## src/rtl/bus_source_driver.sv

```systemverilog
// Bus source mux: on each slow strobe, captures the lowest-index enabled source; 1-CLK latency, holds until next strobe, no backpressure.
// Define BUS_CONFLICT_CHECK_EN to flag multi-driver strobes on the sticky BUS_ERR (cleared by ERR_CLR); otherwise BUS_ERR is 0.
module bus_source_driver #(
  parameter int N_SRC = 8,
  parameter int WIDTH = 16
) (
  input  logic                   CLK,
  input  logic                   RST,
  input  logic                   SLOW_CLOCK_STRB,
  input  logic [N_SRC*WIDTH-1:0] SRC_DATA,
  input  logic [N_SRC-1:0]       OUT_EN,
  input  logic                   BYTE_EN,
  input  logic                   ERR_CLR,
  output logic [WIDTH-1:0]       BUS,
  output logic                   BUS_VALID,
  output logic [3:0]             BUS_SRC,
  output logic                   BUS_ERR,
  output logic [7:0]             XFER_CNT
);

  typedef enum logic {IDLE, DRIVE} state_t;

  state_t           state_q;
  logic [WIDTH-1:0] bus_q;
  logic [3:0]       src_q;
  logic [7:0]       cnt_q;
  logic             err_q;

  logic [3:0]       sel_idx_d;
  logic [WIDTH-1:0] sel_word_d;
  logic [WIDTH-1:0] bus_d;

  // Scan downward so the lowest set index is the last one written and wins.
  always_comb begin
    sel_idx_d  = '0;
    sel_word_d = '0;
    for (int i = N_SRC - 1; i >= 0; i--) begin
      if (OUT_EN[i]) begin
        sel_idx_d  = 4'(i);
        sel_word_d = SRC_DATA[i*WIDTH +: WIDTH];
      end
    end
    bus_d = BYTE_EN ? {{(WIDTH-8){1'b0}}, sel_word_d[7:0]} : sel_word_d;
  end

  always_ff @(posedge CLK) begin
    if (RST) begin
      state_q <= IDLE;
      bus_q   <= '0;
      src_q   <= '0;
      cnt_q   <= '0;
    end else if (SLOW_CLOCK_STRB) begin
      if (|OUT_EN) begin
        state_q <= DRIVE;
        bus_q   <= bus_d;
        src_q   <= sel_idx_d;
        cnt_q   <= cnt_q + 8'd1;
      end else begin
        state_q <= IDLE;
        bus_q   <= '0;
        src_q   <= '0;
      end
    end
  end

`ifdef BUS_CONFLICT_CHECK_EN
  logic conflict_d;
  assign conflict_d = (OUT_EN & (OUT_EN - 1'b1)) != '0;

  // A new conflict on the same edge as ERR_CLR keeps the flag set.
  always_ff @(posedge CLK) begin
    if (RST) begin
      err_q <= 1'b0;
    end else if (SLOW_CLOCK_STRB && conflict_d) begin
      err_q <= 1'b1;
    end else if (ERR_CLR) begin
      err_q <= 1'b0;
    end
  end
`else
  logic unused_err_clr;
  assign unused_err_clr = ERR_CLR;
  assign err_q          = 1'b0;
`endif

  assign BUS       = bus_q;
  assign BUS_VALID = (state_q == DRIVE);
  assign BUS_SRC   = src_q;
  assign BUS_ERR   = err_q;
  assign XFER_CNT  = cnt_q;

endmodule
```

## config.mk

```make
export PLATFORM = sky130hd
export DESIGN_NAME = bus_source_driver
export DESIGN_NICKNAME = d
export VERILOG_FILES = /design/src/rtl/bus_source_driver.sv
export SDC_FILE = /design/constraint.sdc
export NUM_CORES = 1
export LEC_CHECK = 0
export CAP_MARGIN = 20
export CORE_MARGIN = 2
export CORE_UTILIZATION = 38
export CTS_CLUSTER_SIZE = 20
export DETAILED_ROUTE_END_ITERATION = 10
export GPL_TIMING_DRIVEN = 0
export PLACE_DENSITY = 0.87
export SYNTH_ARGS = -nofsm -noshare
export SYNTH_HDL_FRONTEND = slang
export SYNTH_SLANG_ARGS = --single-unit
```

## constraint.sdc

```tcl
create_clock -name CLK -period 2.9 [get_ports CLK]
set_clock_uncertainty 0.2 [all_clocks]
set_input_delay 0.29 -clock CLK [delete_from_list [all_inputs] [get_ports CLK]]
set_output_delay 0.29 -clock CLK [all_outputs]
set_load 0.02 [all_outputs]
```

==> impl_metrics.toml <==
[run_status]
outcome = "finished clean"

[worst_setup_path]
path_class = "in2reg"
crit_chain = "clkdlybuf4s50_1, buf_4, buf_6, nor2_1, nand3_1, a21oi_1, o41ai_1"
path_max_fanout = 10
critical_path_buf_inv_count = 3
cp_top_family = "buffers and inverters"
start_kind = "primary input"
cp.arrival_ps = 2120
crit_required_ps = 2870
slowest_delay_ps = 490
cp_slowest_cell = "clkdlybuf4s50_1"
cp-end-kind = "register"

[route]
vias = 3158
antenna_left = 0
drt-wirelength-per-cell_um = 18.7
wirelength_um = 10200
drt_first_iter_violations = 233
drt_pass1_iterations = 5
viasPerCell = 5.81
drc = 0

[clocking]
cts_tree = "done"
cts_resized = 0
cts.path.max_buffers = 2
postCtsSetupBuffers = 0
numClockSinks = 28
htree_levels = 1
ctsHoldBuffers = 0
clkLatencyLatePin_ps = 270
cts_root_buffer = "clkbuf_8"
cts-buffers-inserted = 3
clk_pin_slew_worst_paths_ps = 90

[die]
pin_count = 171
die_h_um = 83.1
coreArea_um2 = 5990
die_area_um2 = 6900
start_util = 0.397
placementRows = 28
die_w_um = 83.1

[timing]
finalHoldViolCount = 0
worst_pin_slew_ps = 641
grt_setup_unrepaired = "false"
period_share = 0.744
period_needed_ps = 2160
slew_violations = 0
fin_ws_ps = 742
finalSetupViolations = 0
max_freq_ghz = 0.463
timing.slew.headroom = 0.571
setup_tns_ps = 0

[synthesis]
netlist_instances = 303
synth_seq_cells = 28
syn_area_um2 = 2380
ys_types = 43
synth_seq_area_share = 0.236
postSynthAreaPerCell_um2 = 7.85
yosys_warnings = 0

[power_and_ir_drop]
power_density_nw_per_um2 = 272
leakagePower_nw = 1.51
power.total_mw = 1.13
ir_drop_v = 0.000144

[finish]
fillers = 501
drive_above_1_share = 0.0746
area_growth_pct = 74.1
diodes = 0
nets = 613
final_area_um2 = 4140
fin_cells = 544

[placement]
dp.cells = 541
place_ws_ps = 480
io_buffer_count = 162
gp_congestion = 0.896
dpl-instance-area_um2 = 4100
dp_hpwl_um = 8050

[global_routing]
grt_first_pass_wirelength_um = 15700
grtUsageTotal = 0.277
antenna_found_initial = 0
grt.overflow.total = 0
grt_max_degree = 15
grt_pass1_vias = 3198

[job]
max_cap_viol_count = 0

[worst_hold_path]
hold_class = "in2reg"
-- worst paths after layout --
check         startpoint     endpoint  slack [ps]  cells past startpoint
max            OUT_EN[2]      BUS[10]         740                      7
min            OUT_EN[1]   BUS_SRC[2]         250                      4
max reg2reg  XFER_CNT[2]  XFER_CNT[7]        1190                      4
min reg2reg       BUS[8]       BUS[8]         270                      2
-- cells in the final DEF (no fill, tap or decap), drive strengths merged, types with 2 or more instances in the layout --
cell,instances
a221o,8
o31ai,9
nor2,17
nand3,9
nor3b,8
nand2,19
xnor2,5
a211oi,3
o22ai,8
a21oi,38
nand3b,2
nor4,2
nor2b,17
inv,18
a211o,8
a31o,2
conb,2
a311oi,8
buf,15
clkdlybuf4s50,162
o41ai,8
o21a,8
nand2b,11
dfxtp,28
a32oi,9
a221oi,16
nand4,3
clkbuf,20
-- synth_stat cells --
library cell | n | area, um2
nand2_2 | 1 | 6.26
mux2i_1 | 1 | 10.0
a311oi_1 | 8 | 70.1
dfxtp_1 | 28 | 561
xnor2_1 | 5 | 43.8
a32o_1 | 1 | 10.0
a21oi_4 | 1 | 16.3
nand2_1 | 18 | 67.6
nand2b_1 | 11 | 68.8
buf_12 | 1 | 20.0
a221oi_2 | 1 | 15.0
o21ai_0 | 1 | 5.00
inv_1 | 18 | 67.6
nor2b_1 | 16 | 100
nor3b_1 | 8 | 60.1
a211oi_1 | 3 | 22.5
o21a_1 | 8 | 60.1
clkbuf_1 | 15 | 56.3
a21oi_1 | 37 | 185
a31o_2 | 2 | 17.5
conb_1 | 1 | 3.75
nor2b_4 | 1 | 13.8
nand4_1 | 3 | 18.8
buf_6 | 4 | 45.0
nor4_4 | 2 | 42.5
a221oi_1 | 15 | 131
buf_2 | 2 | 10.0
a32oi_1 | 9 | 78.8
nor2_1 | 17 | 63.8
a221o_2 | 8 | 90.1
ha_1 | 1 | 12.5
clkbuf_4 | 1 | 7.51
nand3_1 | 9 | 45.0
o41ai_1 | 8 | 70.1
o31ai_1 | 9 | 67.6
buf_1 | 2 | 7.51
or2_2 | 1 | 6.26
nand3b_1 | 2 | 15.0
buf_4 | 6 | 45.0
o22ai_1 | 8 | 50.1
a211o_1 | 8 | 70.1
clkbuf_8 | 1 | 13.8
and2_1 | 1 | 6.26
-- metrics by stage --
stage | utilization | hold WS (ps)
floorplan | - | 258
global placement | 0.684 | 230
detailed placement | 0.684 | 245
CTS | 0.691 | 244
global route | 0.691 | 282
finish | 0.691 | 254
-- worst reg2reg max path: cells and delay by family (launching register included) --
kind,cells,cell delay [ps]
flops,1,440
simple gates,1,100
compound gates,3,860
-- per-layer routing --
metal	track usage	vias to the layer above	part of all wire
met2	0.514	179	0.50
met4	0.0790	0	0.026
met5	0	-	0
li1	-	1490	-
met1	0.310	1467	0.39
met3	0.0696	22	0.085
-- cell type report --
class / count / area [um2] / area share
well taps: 75 / 93.8 / 0.0227
inverters: 18 / 67.6 / 0.0163
multi-input cells: 226 / 1550 / 0.374
clock buffers: 3 / 41.3 / 0.00998
plain buffers: 32 / 205 / 0.0496
flip-flops and latches: 28 / 561 / 0.135
repair buffers: 162 / 1620 / 0.392
-- cell families after synthesis --
logic type | after synthesis | synth area share
adder cells (fa/ha/maj) | 1 | 0.00526
XOR/XNOR | 5 | 0.0184
other | 1 | 0.00158
buffers and inverters | 50 | 0.115
flip-flops | 28 | 0.236
AND/OR/NAND/NOR | 90 | 0.216
multiplexers | 1 | 0.00421
AO/OA/AOI/OAI | 127 | 0.404
-- state kept, by name, indices dropped and copies added, names as in the netlist --
name       flops
XFER_CNT       8
BUS_SRC        3
BUS_VALID      1
BUS           16
-- where the power goes --
group | switching (mW) | internal (mW) | total [mW] | leakage (nW)
Clock | 0.121 | 0.0934 | 0.214 | 0.0216
Combinational | 0.207 | 0.286 | 0.493 | 1.26
Sequential | 0.0158 | 0.403 | 0.419 | 0.229
Note: power is estimated with default switching activity, not from simulation.
